===== src/rtl/core_phase_sequencer.sv =====
// Phase sequencer for the RockWave core: one-hot F/D/E/M/W phase strobes with
// per-phase stall hold, run/halt/single-step control, counters and a stall watchdog.
//
// state        | meaning
// S_HALT       | idle at an instruction boundary, no phase strobe
// S_FETCH      | fetch phase strobe high
// S_DECODE     | decode phase strobe high
// S_EXECUTE    | execute phase strobe high
// S_MEMORY     | memory phase strobe high
// S_WRITEBACK  | writeback phase strobe high, retires when not stalled
module core_phase_sequencer #(
  parameter int CNT_WIDTH   = 32,
  parameter int WDOG_CYCLES = 255
) (
  input  logic                 clk,
  input  logic                 rst_n,
  input  logic                 run,
  input  logic                 step,
  input  logic                 stall_fetch,
  input  logic                 stall_decode,
  input  logic                 stall_execute,
  input  logic                 stall_memory,
  input  logic                 stall_writeback,
  output logic                 phase_fetch,
  output logic                 phase_decode,
  output logic                 phase_execute,
  output logic                 phase_memory,
  output logic                 phase_writeback,
  output logic                 halted,
  output logic                 retire,
  output logic [CNT_WIDTH-1:0] instret,
  output logic [CNT_WIDTH-1:0] cycle,
  output logic                 wdog_err
);

  typedef enum logic [2:0] {
    S_HALT,
    S_FETCH,
    S_DECODE,
    S_EXECUTE,
    S_MEMORY,
    S_WRITEBACK
  } state_t;

  // Stall counter is just wide enough to hold the watchdog threshold.
  localparam int SW = (WDOG_CYCLES > 1) ? $clog2(WDOG_CYCLES + 1) : 1;
  localparam logic [SW-1:0] WDOG_MAX = SW'(WDOG_CYCLES);
  localparam logic [SW:0]   WDOG_THR = (SW + 1)'(WDOG_CYCLES);

  state_t        state;
  state_t        state_next;
  logic          step_pending;
  logic          step_pending_next;
  logic          cur_stall;
  logic          stall_active;
  logic          wdog_hit;
  logic [SW-1:0] stall_cnt;
  logic [SW:0]   stall_cnt_inc;

  always_ff @(posedge clk) begin
    if (!rst_n) begin
      state        <= S_HALT;
      step_pending <= 1'b0;
    end else begin
      state        <= state_next;
      step_pending <= step_pending_next;
    end
  end

  always_comb begin
    state_next        = state;
    step_pending_next = step_pending;
    cur_stall         = 1'b0;
    case (state)
      S_FETCH:     cur_stall = stall_fetch;
      S_DECODE:    cur_stall = stall_decode;
      S_EXECUTE:   cur_stall = stall_execute;
      S_MEMORY:    cur_stall = stall_memory;
      S_WRITEBACK: cur_stall = stall_writeback;
      default:     cur_stall = 1'b0;
    endcase
    case (state)
      S_HALT: begin
        // run takes priority over step, so a combined request is free-running
        if (run || step) begin
          state_next        = S_FETCH;
          step_pending_next = step & ~run;
        end
      end
      S_FETCH:   if (!cur_stall) state_next = S_DECODE;
      S_DECODE:  if (!cur_stall) state_next = S_EXECUTE;
      S_EXECUTE: if (!cur_stall) state_next = S_MEMORY;
      S_MEMORY:  if (!cur_stall) state_next = S_WRITEBACK;
      S_WRITEBACK: begin
        if (!cur_stall) begin
          state_next        = (run && !step_pending) ? S_FETCH : S_HALT;
          step_pending_next = 1'b0;
        end
      end
      default: begin
        state_next        = S_HALT;
        step_pending_next = 1'b0;
      end
    endcase
  end

  assign phase_fetch     = (state == S_FETCH);
  assign phase_decode    = (state == S_DECODE);
  assign phase_execute   = (state == S_EXECUTE);
  assign phase_memory    = (state == S_MEMORY);
  assign phase_writeback = (state == S_WRITEBACK);
  assign halted          = (state == S_HALT);
  assign retire          = (state == S_WRITEBACK) && !stall_writeback;

  always_ff @(posedge clk) begin
    if (!rst_n) begin
      instret <= '0;
      cycle   <= '0;
    end else begin
      if (retire) instret <= instret + CNT_WIDTH'(1);
      if (state != S_HALT) cycle <= cycle + CNT_WIDTH'(1);
    end
  end

  assign stall_active  = (state != S_HALT) && cur_stall;
  assign stall_cnt_inc = {1'b0, stall_cnt} + (SW + 1)'(1);
  assign wdog_hit      = (WDOG_CYCLES != 0) && stall_active && (stall_cnt_inc >= WDOG_THR);

  always_ff @(posedge clk) begin
    if (!rst_n) begin
      stall_cnt <= '0;
      wdog_err  <= 1'b0;
    end else begin
      if (!stall_active) begin
        stall_cnt <= '0;
      end else if (stall_cnt != WDOG_MAX) begin
        stall_cnt <= stall_cnt_inc[SW-1:0];
      end
      if (wdog_hit) wdog_err <= 1'b1;
    end
  end

endmodule


===== config.mk =====
export PLATFORM = sky130hd
export DESIGN_NAME = core_phase_sequencer
export DESIGN_NICKNAME = d
export VERILOG_FILES = /design/src/rtl/core_phase_sequencer.sv
export SDC_FILE = /design/constraint.sdc
export NUM_CORES = 1
export LEC_CHECK = 0
export ABC_AREA = 0
export CORE_ASPECT_RATIO = 1.2
export CORE_MARGIN = 1
export CORE_UTILIZATION = 54
export DETAILED_ROUTE_END_ITERATION = 8
export GPL_ROUTABILITY_DRIVEN = 0
export PLACE_DENSITY_LB_ADDON = 0.15
export SLEW_MARGIN = 20
export SYNTH_ARGS = -nofsm -noshare
export SYNTH_HDL_FRONTEND = slang
export SYNTH_SLANG_ARGS = --single-unit

===== constraint.sdc =====
create_clock -name clk -period 4.21 [get_ports clk]
set_input_delay 0.6315 -clock clk [delete_from_list [all_inputs] [get_ports clk]]
set_output_delay 0.6315 -clock clk [all_outputs]
set_load 0.02 [all_outputs]

==> impl_metrics.yaml, run 1 <==
run_status:
  status: "finished clean"
sta:
  layout_min_cycle_time_ps: 2860
  hold_viol: 0
  slew_headroom_pct: 38.8
  finalCritPeriodShare_pct: 68.0
  setup_viol: 0
  tightest_slew_ps: 913
  fmax_mhz: 349
  whs_ps: 472
  rsz0062_at_grt: "no"
  timing.setup.tns_ps: 0
  clock_skew_ps: 10.8
  final-max-slew-violation-count: 0
logic_synthesis:
  synth.most_common_cell: "dfxtp_1"
  synth-edff-count: 0
  synthCells: 423
  yosys_warnings: 0
  synth_area_mm2: 0.00365
  ys.flop_type: "dfxtp_1"
  synth_top_area_share_pct: 42.3
  yosysTopAreaCell: "dfxtp_1"
  yosys-top-cells-count: "77 x dfxtp_1, 68 x nor2_1, 49 x xor2_1"
  syn_area_per_cell_um2: 8.62
  ys_ff_latch: 77
  synth_fp_nets: 436
  synth_cell_type_count: 42
  async_reset_ff_share_pct: 0
  seq_area_frac_synth_pct: 42.3
  synth_area_leaders: "dfxtp_1 42%, xor2_1 12%, nor2_1 7.0%"
floorplanning:
  die_y_um: 92.0
  start_util_pct: 56.2
  core_mm2: 0.00649
  num_rows: 32
  io_pins: 81
  dieArea_mm2: 0.00709
  die_x_um: 77.0
drt:
  drtIter0Drc: 141
  drcViolationCount: 0
  ant_nets: 0
  vias: 3229
  wl_per_cell_um: 13.3
  wirelength_um: 7780
  drtPass1Iterations: 4
  post_drt_via_cell_ratio: 5.51
grt:
  overflow: 0
  grt_max_degree: 64
  grt_pass1_vias: 2882
  antenna_found_initial: 0
  grt_pass1_wl_um: 13100
  grt_usage_pct: 22.7
final_layout:
  drive_gt1_share_pct: 5.19
  antennaDiodeCount: 0
  nets: 509
  nFillCells: 528
  final_core_util_pct: 71.7
  layout.cells.non_filler: 586
  stdcell_area_mm2: 0.00465
  area_growth_pct: 27.6
worst_hold_path:
  hold_path_end: "cycle[31]"
  hp-class: "reg -> reg"
  hold_depth: 2
  worstHoldStart: "cycle[31]"
place:
  portBuffers: 80
  dp_hpwl_um: 5370
  place_inst: 570
  dpl-instance-area_mm2: 0.00448
worst_setup_path:
  reg2reg_from: "state[2]"
  path_max_fanout: 5
  worstSetupStartpointType: "primary input"
  r2r_slack_ps: 1750
  reg2reg_depth: 6
  end_kind: "output port"
  crit_type: "in -> out"
  required_ps: 3580
  reg2reg_to: "cycle[10]"
  arrival_ps: 2230
power:
  p_leak_nw: 1.66
  power.density_mw_per_mm2: 331
  max-vdd-ir-drop_mv: 0.324
clocking:
  cts_max_path_buffers: 2
  htreeDepth: 3
  clock-sinks: 77
  clock-root-buffer: "clkbuf_8"
  cts_buffers: 9
  hold_buffers: 0
  cts_tree: "yes"
  cts.repair.resized: 0
  cts_setup_buffers: 0
  insertion_delay_ps: 340
  clkTransAtPathRegs_ps: 70
flow_run:
  maxCapViolations: 0
==> logic make-up after synthesis <==
family / count (synthesis) / share of synthesized area (%)
DFF: 77 / 42.3
adders and majority gates: 4 / 1.37
muxes: 5 / 1.37
buffers and inverters: 27 / 3.12
AOI/OAI and AO/OA: 39 / 6.28
xor gates and xnor gates: 62 / 14.9
and+or+nand+nor: 209 / 30.7
==> state kept, by name, indices dropped and copies added, names as in the netlist <==
signal,flops
state,3
stall_cnt,8
step_pending,1
wdog_err,1
instret,32
cycle,32
==> per-stage QoR <==
stage | setup WS [ps] | power [mW]
detailed placement | 1350 | 1.07
CTS | 1350 | 1.55
global route | 1280 | 1.61
floorplan | 2290 | 0.990
finish | 1350 | 1.54
global placement | 1380 | 1.07
==> critical path, stage by stage <==
cell	delay, ps
clkdlybuf4s50_1	480
nand4bb_4	320
inv_1	180
clkdlybuf4s50_1	630
==> power by group <==
group          internal (mW)  total, mW  switching [mW]
Sequential             0.753      0.807          0.0544
Combinational          0.110      0.248           0.138
Clock                  0.229      0.483           0.255
==> worst max-delay path by stage <==
stage | endpoint | start
2_1_floorplan | instret[31] | stall_writeback
3_3_place_gp | retire | stall_writeback
3_5_place_dp | retire | stall_writeback
4_1_cts | retire | stall_writeback
5_1_grt | halted | state[2]
6_report | retire | stall_writeback
==> cell type report <==
cell class	instances	area [µm²]	share of cell area, %
clock buffer	12	145	3.12
clock inverter	4	23.8	0.511
multi-input combinational	319	2000	42.9
timing repair buffer	81	808	17.4
sequential	77	1540	33.1
tap	85	106	2.29
inverter	8	31.3	0.672
==> placed cells by master (no fill, tap or decap), drive strengths merged, types with 6 or more instances in the layout <==
cell | synthesis | final
nand2 | 32 | 32
nand3 | 29 | 29
and3 | 10 | 10
a21oi | 15 | 15
o21ai | 12 | 12
and4 | 9 | 9
or3 | 7 | 7
xor2 | 49 | 49
xnor2 | 13 | 13
clkdlybuf4s50 | 0 | 80
inv | 8 | 7
clkbuf | 13 | 12
nor3 | 6 | 6
nor2 | 68 | 68
dfxtp | 77 | 77
nand4 | 28 | 28
==> metal layers <==
metal | GRT usage (%) | routed length [µm]
met1 | 28.4 | 3480
met3 | 4.38 | 326
met4 | 10.8 | 124
met2 | 37.5 | 3850
met5 | 0 | 0
(Power assumes the default switching activity.)
==> run 2: changes to the inputs <==
--- a/config.mk
+++ b/config.mk
@@ -8,7 +8,7 @@
 export ABC_AREA = 0
 export CORE_ASPECT_RATIO = 1.2
 export CORE_MARGIN = 1
-export CORE_UTILIZATION = 54
+export CORE_UTILIZATION = 46
 export DETAILED_ROUTE_END_ITERATION = 8
 export GPL_ROUTABILITY_DRIVEN = 0
 export PLACE_DENSITY_LB_ADDON = 0.15
==> constraint.sdc (replaced) <==
create_clock -name clk -period 2.3 [get_ports clk]
set_input_delay 0.345 -clock clk [delete_from_list [all_inputs] [get_ports clk]]
set_output_delay 0.345 -clock clk [all_outputs]
set_load 0.02 [all_outputs]
==> impl_metrics.yaml, run 2 (synthesis gave the netlist of run 1 again) <==
sta:
  setup_viol: 0
  slew_headroom_pct: 71.1
  layout_min_cycle_time_ps: 2190
  final-max-slew-violation-count: 0
  finalCritPeriodShare_pct: 95.2
  clock_skew_ps: 12.4
  rsz0062_at_grt: "no"
  timing.setup.tns_ps: 0
  fmax_mhz: 457
  hold_viol: 0
  tightest_slew_ps: 432
clocking:
  cts_setup_buffers: 0
  cts_tree: "yes"
  clock-root-buffer: "clkbuf_8"
  htreeDepth: 3
  clkTransAtPathRegs_ps: 90
  insertion_delay_ps: 350
  cts_buffers: 9
  clock-sinks: 77
  cts_max_path_buffers: 2
worst_setup_path:
  worstSetupStartpointType: "register"
  crit_type: "reg -> out"
  arrival_ps: 1850
  required_ps: 1960
  path_max_fanout: 14
  end_kind: "output port"
power:
  p_leak_nw: 1.76
  switching_power_uw: 868
  seqPwrFrac_pct: 47.1
  max-vdd-ir-drop_mv: 0.468
  clock_power_share_pct: 37.3
  p_int_mw: 2.25
  p_comb_share_pct: 15.6
  power.density_mw_per_mm2: 648
  switching_share_pct: 27.8
run_status:
  status: "finished clean"
drt:
  vias: 3241
  ant_nets: 0
  drcViolationCount: 0
  drtIter0Drc: 94
  wirelength_um: 7950
  post_drt_via_cell_ratio: 5.35
  drtPass1Iterations: 7
  wl_per_cell_um: 13.1
grt:
  grt_most_used_layer: "met2"
  grt_usage_pct: 19.9
  grt_pass1_wl_um: 13500
  antenna_found_initial: 0
  grt_max_degree: 28
  overflow: 0
  use_met1_pct: 24.5
  grt_pass1_vias: 2969
  grtUsageMet2_pct: 34.0
  gr-usage-met3_pct: 3.07
floorplanning:
  start_util_pct: 47.6
  die_y_um: 99.5
  dieArea_mm2: 0.00829
  num_rows: 35
  core_mm2: 0.00766
  io_pins: 81
  die_x_um: 83.3
place:
  dp_hpwl_um: 5570
  portBuffers: 80
  dpl-instance-area_mm2: 0.00458
final_layout:
  final_common_cell: "clkdlybuf4s50_1"
  drive_gt1_share_pct: 8.17
  nets: 522
  stdcell_area_mm2: 0.00482
  final_cell_mix: "79 x clkdlybuf4s50_1, 75 x dfxtp_1, 68 x nor2_1"
  reg_top3: "cycle (32), instret (32), stall_cnt (8)"
  area_growth_pct: 32.1
  antennaDiodeCount: 0
flow_run:
  maxCapViolations: 0
worst_hold_path:
  hp-class: "reg -> reg"
[run 2: cell types whose count changed in the layout (fill, tap and decap cells not counted), moves of 2 or more]
cell	delta
buf_4	+13
bufinv_16	+2
clkbuf_1	-2
clkinv_2	-4
dfxtp_1	-2
dfxtp_2	+2
[run 2: worst paths after layout]
path                                from         to  slack, ps  cells after the start
worst max-delay path            state[1]     retire        110                      3
worst min-delay path            wdog_err   wdog_err        470                      2
worst max register to register  state[1]  cycle[10]        430                      7
worst min register to register  wdog_err   wdog_err        470                      2
[run 2: stage by stage]
step	cells	hold slack, ps	worst slack [ps]	power (mW)	util, %
5_1_grt	606	502	6.63	3.27	62.9
3_5_place_dp	590	468	103	2.00	59.8
6_report	606	474	110	3.12	62.9
3_3_place_gp	590	467	111	1.99	59.8
4_1_cts	606	481	81.3	3.15	62.8
2_1_floorplan	423	467	527	1.81	-
[run 2: final cells by class]
cell class / instances / area [µm²]
Multi-Input combinational cell: 319 / 1990
Clock buffer: 10 / 138
Timing Repair Buffer: 94 / 905
Sequential cell: 77 / 1540
Inverter: 8 / 30.0
Fill cell: 674 / 2850
Tap cell: 92 / 115
Clock inverter: 6 / 93.8
[run 2: routing by layer]
metal / share of wire, % / routed length (µm) / up-vias
li1: - / - / 1645
met1: 46 / 3630 / 1507
met2: 49 / 3880 / 76
met3: 3.7 / 295 / 13
met4: 1.7 / 138 / 0
met5: 0 / 0 / -
[run 2: power groups by stage]
| stage | Sequential [mW] | Combinational [mW] | Clock [mW] |
|---|---|---|---|
| floorplan | 1.47 | 0.338 | 0 |
| global placement | 1.50 | 0.493 | 0 |
| detailed placement | 1.50 | 0.499 | 0 |
| CTS | 1.47 | 0.492 | 1.19 |
| global route | 1.48 | 0.534 | 1.25 |
| finish | 1.47 | 0.487 | 1.16 |
[run 2: worst max-delay path: stages (launching register included)]
cell and delay [ps]:
dfxtp_1 450, nand4bb_4 290, inv_1 150, clkdlybuf4s50_1 620
[run 2: repair_timing]
action / CTS / global route
endpoints found under the setup margin: 2 / 2
gates cloned: 0 / 0
resized for setup: 2 / 1
hold buffers: 0 / 0
